==> src/rtl/timer_pkg.sv <==
// Shared types and constants for the timeout arbiter slice.
package timer_pkg;

  typedef enum logic {
    IDLE = 1'b0,
    RUN  = 1'b1
  } state_t;

  localparam int DEFAULT_TIMEOUT = 20;
  // Ten seconds at a 50 MHz clock; still fits in the 30-bit counter.
  localparam int PROD_TIMEOUT    = 500_000_000;

endpackage

==> src/rtl/timeout_counter.sv <==
// Saturating window counter.
// Cleared synchronously, counts up while enabled, and holds at LIMIT.
module timeout_counter #(
  parameter int CW    = 30,
  parameter int LIMIT = 20
) (
  input  logic          clk,
  input  logic          rst,
  input  logic          clear,
  input  logic          en,
  output logic [CW-1:0] count,
  output logic          at_limit
);

  localparam logic [CW-1:0] LIM = CW'(LIMIT);

  always_ff @(posedge clk or posedge rst) begin
    if (rst) begin
      count <= '0;
    end else if (clear) begin
      count <= '0;
    end else if (en && (count != LIM)) begin
      count <= count + 1'b1;
    end
  end

  assign at_limit = (count == LIM);

endmodule

==> src/rtl/timeout_arbiter.sv <==
// Round-robin owner of one shared timeout counter.
// The end-of-window strobe is the port rel, because release is a reserved word.
module timeout_arbiter
  import timer_pkg::*;
#(
  parameter int N       = 4,
  parameter int TIMEOUT = DEFAULT_TIMEOUT,
  parameter int CW      = 30
) (
  input  logic                 clk,
  input  logic                 rst,
  input  logic [N-1:0]         req,
  input  logic [N-1:0]         rel,
  output logic [N-1:0]         grant,
  output logic                 busy,
  output logic [CW-1:0]        count,
  output logic                 expired,
  output logic [$clog2(N)-1:0] expired_id
);

  localparam int IW = $clog2(N);

  state_t        state;
  logic [IW-1:0] last_winner;
  logic [IW:0]   pick;
  logic [N-1:0]  pick_onehot;
  logic          at_limit;
  logic          holder_rel;
  logic          window_end;

  // The lowest offset from last+1 wins, so the loop runs downward and the last write wins.
  function automatic logic [IW:0] rr_pick(input logic [N-1:0] r, input logic [IW-1:0] last);
    logic [IW:0] res;
    res = '0;
    for (int i = N; i >= 1; i--) begin
      int k;
      k = (int'(last) + i) % N;
      if (r[IW'(k)]) res = {1'b1, IW'(k)};
    end
    return res;
  endfunction

  always_comb begin
    pick        = rr_pick(req, last_winner);
    pick_onehot = '0;
    pick_onehot[pick[IW-1:0]] = 1'b1;
  end

  // last_winner doubles as the holder index while a window is running.
  assign holder_rel = (state == RUN) && rel[last_winner];
  assign window_end = (state == RUN) && (holder_rel || at_limit);
  assign expired    = (state == RUN) && at_limit && !holder_rel;
  assign expired_id = expired ? last_winner : '0;
  assign busy       = (state == RUN);

  always_ff @(posedge clk or posedge rst) begin
    if (rst) begin
      state       <= IDLE;
      grant       <= '0;
      last_winner <= IW'(N - 1);
    end else begin
      case (state)
        IDLE: begin
          if (pick[IW]) begin
            state       <= RUN;
            grant       <= pick_onehot;
            last_winner <= pick[IW-1:0];
          end
        end
        RUN: begin
          if (window_end) begin
            state <= IDLE;
            grant <= '0;
          end
        end
        default: begin
          state <= IDLE;
          grant <= '0;
        end
      endcase
    end
  end

  // Clearing on the final cycle makes the following idle cycle read zero.
  timeout_counter #(
    .CW    (CW),
    .LIMIT (TIMEOUT)
  ) u_counter (
    .clk      (clk),
    .rst      (rst),
    .clear    ((state == IDLE) || window_end),
    .en       (state == RUN),
    .count    (count),
    .at_limit (at_limit)
  );

endmodule

==> config.mk <==
export PLATFORM = sky130hd
export DESIGN_NAME = timeout_arbiter
export DESIGN_NICKNAME = d
export VERILOG_FILES = /design/src/rtl/timer_pkg.sv /design/src/rtl/timeout_counter.sv /design/src/rtl/timeout_arbiter.sv
export SDC_FILE = /design/constraint.sdc
export NUM_CORES = 1
export LEC_CHECK = 0
export BUFFER_PORTS_ARGS = -buffer_cell sky130_fd_sc_hd__buf_2
export CAP_MARGIN = 10
export CORE_ASPECT_RATIO = 0.6
export CORE_UTILIZATION = 40
export DETAILED_ROUTE_END_ITERATION = 10
export SLEW_MARGIN = 10
export SYNTH_ARGS = -nofsm -noshare
export SYNTH_HDL_FRONTEND = slang
export SYNTH_SLANG_ARGS = --single-unit
export TNS_END_PERCENT = 5
==> constraint.sdc <==
create_clock -name clk -period 5.7 [get_ports clk]
set_input_delay 1.425 -clock clk [delete_from_list [all_inputs] [get_ports clk]]
set_output_delay 1.425 -clock clk [all_outputs]
set_load 0.01 [all_outputs]
==> results of run 1 <==
## routing by layer
layer  vias to the layer above  GRT usage [%]  share of wire (%)
met4                         0           5.27               0.63
met1                       880           32.6                 55
met2                        47           26.6                 38
li1                        906              -                  -
met5                         -              0                  0
met3                         4           4.80                5.4
## registers in the layout (all words and copies together) (netlist names)
name             cells
u_counter.count     30
busy                 1
last_winner          2
grant                4
## layout by cell type (no fill, tap or decap), types with 2 or more instances in the layout
cell type	netlist	layout
clkbuf_8	0	5
and2_1	3	3
or4_1	9	9
ha_1	2	2
clkinv_2	0	2
o21ai_0	8	8
nor4b_1	3	3
nand2_1	9	9
a211o_1	2	2
or3_1	5	5
o31ai_1	9	9
buf_4	0	2
xnor2_1	4	4
dfrtp_1	35	35
inv_1	11	11
nand3_1	13	13
nand3b_1	4	4
buf_2	0	47
nand4_1	10	10
and4_1	3	3
nor4_1	8	8
a21oi_1	16	16
nor2_1	19	19
xor2_1	9	9
o221ai_1	4	4
and3_1	4	4
nand2b_1	3	3
dfstp_2	2	2
## cells by family after synthesis
family	Yosys count	synth area share, %
compound gates	45	14.1
xor+xnor	13	5.59
fa+ha+maj	2	1.23
buf+inv	21	4.24
flops	37	45.6
mux	1	1.11
simple gates	99	28.1
## path summary, 6_finish.rpt
kind                                    startpoint                  end  slack [ns]
max in group asynchronous                      rst       last_winner[1]        4.11
worst max register to register  u_counter.count[4]  u_counter.count[21]        3.63
min in group asynchronous                      rst  u_counter.count[13]        1.24
worst max-delay path                        rel[3]        expired_id[1]        1.47
worst min-delay path                last_winner[0]       last_winner[0]        0.53
worst min register to register      last_winner[0]       last_winner[0]        0.53
## power by group through the flow
stage          registers, mW  clock network (mW)  logic [mW]
6_report               0.337               0.176       0.191
2_1_floorplan          0.340                   0       0.125
5_1_grt                0.344               0.192       0.217
4_1_cts                0.338               0.180       0.194
3_3_place_gp           0.341                   0       0.190
3_5_place_dp           0.343                   0       0.193
## final cells by class
type / instances / area (µm²) / share of cell area [%]
Clock buffer: 6 / 72.6 / 3.01
Clock inverter: 2 / 10.0 / 0.416
Inverter: 11 / 41.3 / 1.72
Multi-Input combinational cell: 160 / 1030 / 42.6
Sequential cell: 37 / 928 / 38.6
Tap cell: 63 / 78.8 / 3.27
Timing Repair Buffer: 49 / 250 / 10.4
## worst max-delay path, stage by stage
cell	delay (ns)
buf_2	0.10
mux4_2	0.48
nor4b_1	0.49
and2_1	0.19
buf_2	0.12
## metrics by stage
| step | hold WS, ns | total power [mW] |
|---|---|---|
| 6_report | 0.535 | 0.705 |
| 3_3_place_gp | 0.515 | 0.531 |
| 5_1_grt | 0.570 | 0.753 |
| 4_1_cts | 0.541 | 0.712 |
| 2_1_floorplan | 0.504 | 0.465 |
| 3_5_place_dp | 0.529 | 0.536 |
==> flow_metrics.env, run 1 <==
export IMPL_worstHoldPathType="reg -> reg"
export IMPL_p_comb_share_pct=27.1
export IMPL_arrival_ns=2.80
export IMPL_tightest_slew_ns=1.17
export IMPL_final_period_utilization_pct=74.2
export IMPL_synth_edf_count=0
export IMPL_gp_congestion=0.752
export IMPL_peakVddDrop_mv=0.144
export IMPL_cts_setup_buffers=0
export IMPL_hold_depth=2
export IMPL_p_seq_share_pct=47.9
export IMPL_p_int_mw=0.460
export IMPL_ctsHoldBuffers=0
export IMPL_dpl_instance_area_um2=2320
export IMPL_drt_iter0_drc=70
export IMPL_cts_resized=0
export IMPL_synth_common_cells="35 x dfrtp_1, 19 x nor2_1, 16 x a21oi_1"
export IMPL_crit_path_start_kind="primary input"
export IMPL_numPortBuffers=47
export IMPL_cts_sinks=37
export IMPL_setup_viol=0
export IMPL_place_ws_ns=1.47
export IMPL_die_y_um=57.3
export IMPL_worstSetupEndpointType="output pin"
export IMPL_synth_area_top_cells="dfrtp_1 43%, a21oi_1 3.9%, xor2_1 3.9%"
export IMPL_avgViaCountPerCell=5.60
export IMPL_power_density_nw_per_um2=293
export IMPL_fin_util_pct=50.9
export IMPL_wirelength_um=4940
export IMPL_gr_usage_all_layers_pct=20.2
export IMPL_detail_route_antenna_nets=0
export IMPL_core_area_um2=4730
export IMPL_synthFlopType="dfrtp_1"
export IMPL_synthCells=218
export IMPL_final_cells=328
export IMPL_clkPwrFrac_pct=25.0
export IMPL_ys_ff_latch=37
export IMPL_swShare_pct=34.8
export IMPL_cts_made_buffers=5
export IMPL_fin_area_um2=2410
export IMPL_antenna_found_initial=0
export IMPL_drive_gt1_share_pct=24.2
export IMPL_start_util_pct=43.1
export IMPL_grt_pass1_vias=1654
export IMPL_rows=19
export IMPL_clk_pin_slew_ns=0.07
export IMPL_grt_pass1_wl_um=8270
export IMPL_antenna_cells=0
export IMPL_clk_latency_ns=0.29
export IMPL_setup_worst_path_class="in -> out"
export IMPL_wl_per_cell_um=15.1
export IMPL_fin_ws_ns=1.47
export IMPL_status="complete, no violations"
export IMPL_max_freq_mhz=237
export IMPL_finalSetupTns_ns=0
export IMPL_synth_most_common_cell="dfrtp_1"
export IMPL_cts_tree="yes"
export IMPL_skew_ns=0.00435
export IMPL_period_needed_ns=4.23
export IMPL_slew_violations=0
export IMPL_crit_fanout=3
export IMPL_maxSlewHeadroom_pct=21.5
export IMPL_die_w_um=94.1
export IMPL_cts_buffer_depth=2
export IMPL_cp_required_ns=4.28
export IMPL_fill_cells=439
export IMPL_netlist_area_um2=2040
export IMPL_ys_warn_count=0
export IMPL_synth_top_area_share_pct=43.0
export IMPL_synth_area_leader_cell="dfrtp_1"
export IMPL_overflow=0
export IMPL_syn_area_per_cell_um2=9.34
export IMPL_vias=1837
export IMPL_finalHoldViolCount=0
export IMPL_p_leak_nw=1.06
export IMPL_rsz0062_at_grt="no"
export IMPL_nets=276
export IMPL_drt_pass1_iter_count=4
export IMPL_die_area_um2=5390
export IMPL_worstRegToRegCells=4
export IMPL_maxCapViolCount=0
export IMPL_p_sw_mw=0.245
export IMPL_yosysUniqueCellTypes=39
export IMPL_dp_cells=320
export IMPL_htree_levels=2
export IMPL_io_pins=48
export IMPL_async_reset_ff_share_pct=100
export IMPL_ys_seq_area_share_pct=45.6
export IMPL_detailed_place_hpwl_um=3470
export IMPL_synth_net_count=230
export IMPL_grt_max_degree=38
export IMPL_root_buffer="clkbuf_8"
export IMPL_syn_to_final_growth_pct=18.2
export IMPL_drc_errors=0
Note: power is estimated with default switching activity, not from simulation.
==> run 2: changes to the inputs <==
==> constraint.sdc (replaced) <==
create_clock -name clk -period 3.77 [get_ports clk]
set_input_delay 0.9425 -clock clk [delete_from_list [all_inputs] [get_ports clk]]
set_output_delay 0.9425 -clock clk [all_outputs]
set_load 0.01 [all_outputs]
==> flow_metrics.env, run 2 (synthesis gave the netlist of run 1 again) <==
export IMPL_status="complete, no violations"
export IMPL_place_ws_ns=0.532
export IMPL_drc_errors=0
export IMPL_layout_common_cells="47 x buf_2, 35 x dfrtp_1, 19 x nor2_1"
export IMPL_worstSetupEndpointType="output pin"
export IMPL_drt_iter0_drc=98
export IMPL_power_density_nw_per_um2=452
export IMPL_register_area_um2=928
export IMPL_vias=1889
export IMPL_finalSetupTns_ns=0
export IMPL_crit_path_start_kind="primary input"
export IMPL_rows=19
export IMPL_htree_levels=2
export IMPL_cts_buffer_depth=2
export IMPL_cts_sinks=37
export IMPL_detail_route_antenna_nets=0
export IMPL_setup_worst_path_class="in -> out"
export IMPL_antenna_found_initial=0
export IMPL_fill_cells=454
export IMPL_die_area_um2=5390
export IMPL_worstHoldPathType="reg -> reg"
export IMPL_wirelength_um=5110
export IMPL_ctsHoldBuffers=0
export IMPL_grt_pass1_vias=1626
export IMPL_cts_made_buffers=5
export IMPL_detailed_place_hpwl_um=3570
export IMPL_period_needed_ns=3.25
export IMPL_avgViaCountPerCell=5.74
export IMPL_rsz0062_at_grt="no"
export IMPL_wl_per_cell_um=15.5
export IMPL_die_w_um=94.1
export IMPL_cp_required_ns=2.83
export IMPL_root_buffer="clkbuf_8"
export IMPL_arrival_ns=2.30
export IMPL_max_freq_mhz=308
export IMPL_drive_gt1_share_pct=24.8
export IMPL_slew_violations=0
export IMPL_grt_pass1_wl_um=8360
export IMPL_nets=277
export IMPL_syn_to_final_growth_pct=19.5
export IMPL_final_period_utilization_pct=86.1
export IMPL_fin_ws_ns=0.523
export IMPL_start_util_pct=43.1
export IMPL_maxSlewHeadroom_pct=51.5
export IMPL_tightest_slew_ns=0.727
export IMPL_cts_resized=0
export IMPL_grt_max_degree=38
export IMPL_io_pins=48
export IMPL_regMostFlops="u_counter.count"
export IMPL_crit_fanout=3
export IMPL_overflow=0
export IMPL_mostFrequentLayoutCell="buf_2"
export IMPL_setup_viol=0
export IMPL_drt_pass1_iter_count=4
export IMPL_numPortBuffers=47
export IMPL_finalHoldViolCount=0
export IMPL_whs_ns=0.539
export IMPL_multi_input_area_um2=1030
export IMPL_p_leak_nw=1.07
export IMPL_core_area_um2=4730
export IMPL_cts_setup_buffers=0
export IMPL_maxCapViolCount=0
export IMPL_gp_congestion=0.763
export IMPL_skew_ns=0.00784
export IMPL_peakVddDrop_mv=0.182
export IMPL_antenna_cells=0
export IMPL_largest_registers="u_counter.count: 30 flops, grant: 4 flops, last_winner: 2 flops"
export IMPL_clk_pin_slew_ns=0.07
export IMPL_die_y_um=57.3
export IMPL_gr_usage_all_layers_pct=20.4
export IMPL_largest_reg_flops=30
export IMPL_cts_tree="yes"
export IMPL_clk_latency_ns=0.28
-- run 2: cell count changes in the layout (fill, tap and decap cells not counted), sizes merged --
cell	previous run	this run
clkbuf	6	7
buf	49	50
clkinv	2	1
-- run 2: final cells by class --
type | count | area share (%)
Multi-Input combinational cell | 160 | 42.2
Sequential cell | 37 | 38.1
Timing Repair Buffer | 50 | 10.6
Clock buffer | 7 | 3.96
Tap cell | 63 | 3.24
Inverter | 11 | 1.70
Clock inverter | 1 | 0.206
-- run 2: path summary, 6_finish.rpt --
check                                   start             endpoint  slack (ns)  cells past startpoint
min reg2reg                    last_winner[0]       last_winner[0]        0.54                      2
min in group asynchronous                 rst  u_counter.count[15]        0.76                      3
min                            last_winner[0]       last_winner[0]        0.54                      2
max                                    rel[3]        expired_id[0]        0.52                      5
max in group asynchronous                 rst       last_winner[0]        2.66                      3
max reg2reg                u_counter.count[7]  u_counter.count[22]        1.36                      5
-- run 2: worst max-delay path: stages --
cell	delay, ns
buf_2	0.09
mux4_2	0.48
nor4b_1	0.48
and2_1	0.18
buf_2	0.12
-- run 2: where the power goes --
part           internal (mW)  switching [mW]
clock network          0.165           0.136
logic                  0.115           0.172
registers              0.452          0.0586
-- run 2: stage by stage --
step | cells | total power [mW] | cell area, µm² | util, %
floorplan | 218 | 0.703 | 2040 | -
global placement | 321 | 0.803 | 2330 | 49.3
detailed placement | 321 | 0.807 | 2330 | 49.3
CTS | 329 | 1.11 | 2430 | 51.4
global route | 329 | 1.18 | 2430 | 51.4
finish | 329 | 1.10 | 2430 | 51.4
-- run 2: layer usage --
layer / vias to the layer above / GRT usage (%) / part of all wire (%)
met3: 2 / 4.80 / 6.4
met5: - / 0 / 0
met4: 0 / 5.93 / 0.57
met1: 912 / 32.8 / 53
met2: 66 / 26.7 / 40
li1: 909 / - / -
==> run 3: changes to the inputs <==
--- a/config.mk
+++ b/config.mk
@@ -9,7 +9,9 @@
 export CAP_MARGIN = 10
 export CORE_ASPECT_RATIO = 0.6
 export CORE_UTILIZATION = 40
+export CTS_BUF_LIST = sky130_fd_sc_hd__clkbuf_16
 export DETAILED_ROUTE_END_ITERATION = 10
+export SKIP_LAST_GASP = 1
 export SLEW_MARGIN = 10
 export SYNTH_ARGS = -nofsm -noshare
 export SYNTH_HDL_FRONTEND = slang
==> flow_metrics.env, run 3 (synthesis gave the netlist of run 1 again) <==
export IMPL_gr_usage_all_layers_pct=20.5
export IMPL_syn_to_final_growth_pct=21.3
export IMPL_cts_setup_buffers=0
export IMPL_period_needed_ns=3.24
export IMPL_p_leak_nw=1.09
export IMPL_cp_required_ns=2.83
export IMPL_clk_latency_ns=0.28
export IMPL_max_freq_mhz=309
export IMPL_io_pins=48
export IMPL_rsz0062_at_grt="no"
export IMPL_die_w_um=94.1
export IMPL_fin_area_um2=2470
export IMPL_hold_depth=2
export IMPL_power_density_nw_per_um2=483
export IMPL_wirelength_um=5180
export IMPL_peakVddDrop_mv=0.229
export IMPL_drc_errors=0
export IMPL_arrival_ns=2.30
export IMPL_final_period_utilization_pct=86.0
export IMPL_worstSetupEndpointType="output pin"
export IMPL_crit_path_start_kind="primary input"
export IMPL_die_area_um2=5390
export IMPL_antenna_found_initial=0
export IMPL_regMostFlops="u_counter.count"
export IMPL_dpl_instance_area_um2=2330
export IMPL_wl_per_cell_um=15.7
export IMPL_finalSetupTns_ns=0
export IMPL_drive_gt1_share_pct=24.1
export IMPL_worstRegToRegCells=5
export IMPL_detailed_place_hpwl_um=3570
export IMPL_cts_sinks=37
export IMPL_setup_viol=0
export IMPL_nets=277
export IMPL_root_buffer="clkbuf_16"
export IMPL_maxSlewHeadroom_pct=51.0
export IMPL_crit_fanout=3
export IMPL_cts_tree="yes"
export IMPL_cts_made_buffers=5
export IMPL_overflow=0
export IMPL_die_y_um=57.3
export IMPL_avgViaCountPerCell=5.74
export IMPL_layout_common_cells="47 x buf_2, 35 x dfrtp_1, 19 x nor2_1"
export IMPL_slew_violations=0
export IMPL_largest_registers="u_counter.count: 30 flops, grant: 4 flops, last_winner: 2 flops"
export IMPL_drt_pass1_iter_count=4
export IMPL_start_util_pct=43.1
export IMPL_grt_pass1_vias=1664
export IMPL_largest_reg_flops=30
export IMPL_grt_pass1_wl_um=8400
export IMPL_clk_pin_slew_ns=0.05
export IMPL_finalHoldViolCount=0
export IMPL_numPortBuffers=47
export IMPL_grt_max_degree=38
export IMPL_detail_route_antenna_nets=0
export IMPL_gp_congestion=0.763
export IMPL_skew_ns=0.00544
export IMPL_drt_iter0_drc=124
export IMPL_fin_util_pct=52.2
export IMPL_vias=1887
export IMPL_power_total_mw=1.19
export IMPL_maxCapViolCount=0
export IMPL_ctsHoldBuffers=0
export IMPL_setup_worst_path_class="in -> out"
export IMPL_fill_cells=454
export IMPL_antenna_cells=0
export IMPL_worstHoldPathType="reg -> reg"
export IMPL_cts_buffer_depth=2
export IMPL_cts_resized=0
export IMPL_rows=19
export IMPL_mostFrequentLayoutCell="buf_2"
export IMPL_status="complete, no violations"
export IMPL_tightest_slew_ns=0.735
export IMPL_htree_levels=2
export IMPL_core_area_um2=4730
[run 3: cell count changes in the layout (fill, tap and decap cells not counted), sizes merged]
cell	change
clkinv	+2
clkbuf	-2
[run 3: report_power, final]
group | switching [mW] | internal, mW | leakage [nW]
registers | 0.0582 | 0.452 | 0.504
clock network | 0.154 | 0.239 | 0.0687
logic | 0.173 | 0.115 | 0.514
[run 3: critical path, stage by stage]
cell     delay [ns]
buf_2          0.09
mux4_2         0.48
nor4b_1        0.48
and2_1         0.18
buf_2          0.12
[run 3: path summary, 6_finish.rpt]
path / start / end / slack (ns)
min in group asynchronous: rst / u_counter.count[14] / 0.77
worst max-delay path: rel[3] / expired_id[0] / 0.53
worst min register to register: last_winner[0] / last_winner[0] / 0.54
worst min-delay path: last_winner[0] / last_winner[0] / 0.54
worst max register to register: u_counter.count[7] / u_counter.count[22] / 1.37
max in group asynchronous: rst / last_winner[0] / 2.66
[run 3: cell type report]
| class | instances | area [µm²] | area share, % |
|---|---|---|---|
| Timing Repair Buffer | 50 | 258 | 10.4 |
| Tap cell | 63 | 78.8 | 3.19 |
| Inverter | 11 | 41.3 | 1.67 |
| Clock buffer | 5 | 125 | 5.07 |
| Multi-Input combinational cell | 160 | 1030 | 41.5 |
| Clock inverter | 3 | 12.5 | 0.507 |
| Sequential cell | 37 | 928 | 37.6 |
[run 3: routing by layer]
metal	share of wire, %	up-vias	track usage [%]
li1	-	914	-
met1	54	910	32.2
met2	40	55	27.9
met3	5.5	8	4.80
met4	0.95	0	5.27
met5	0	-	0
[run 3: per-stage QoR]
stage | cells | setup WS (ns) | hold slack (ns)
floorplan | 218 | 0.561 | 0.504
global placement | 321 | 0.606 | 0.513
detailed placement | 321 | 0.532 | 0.524
CTS | 329 | 0.532 | 0.533
global route | 329 | 0.435 | 0.564
finish | 329 | 0.529 | 0.537
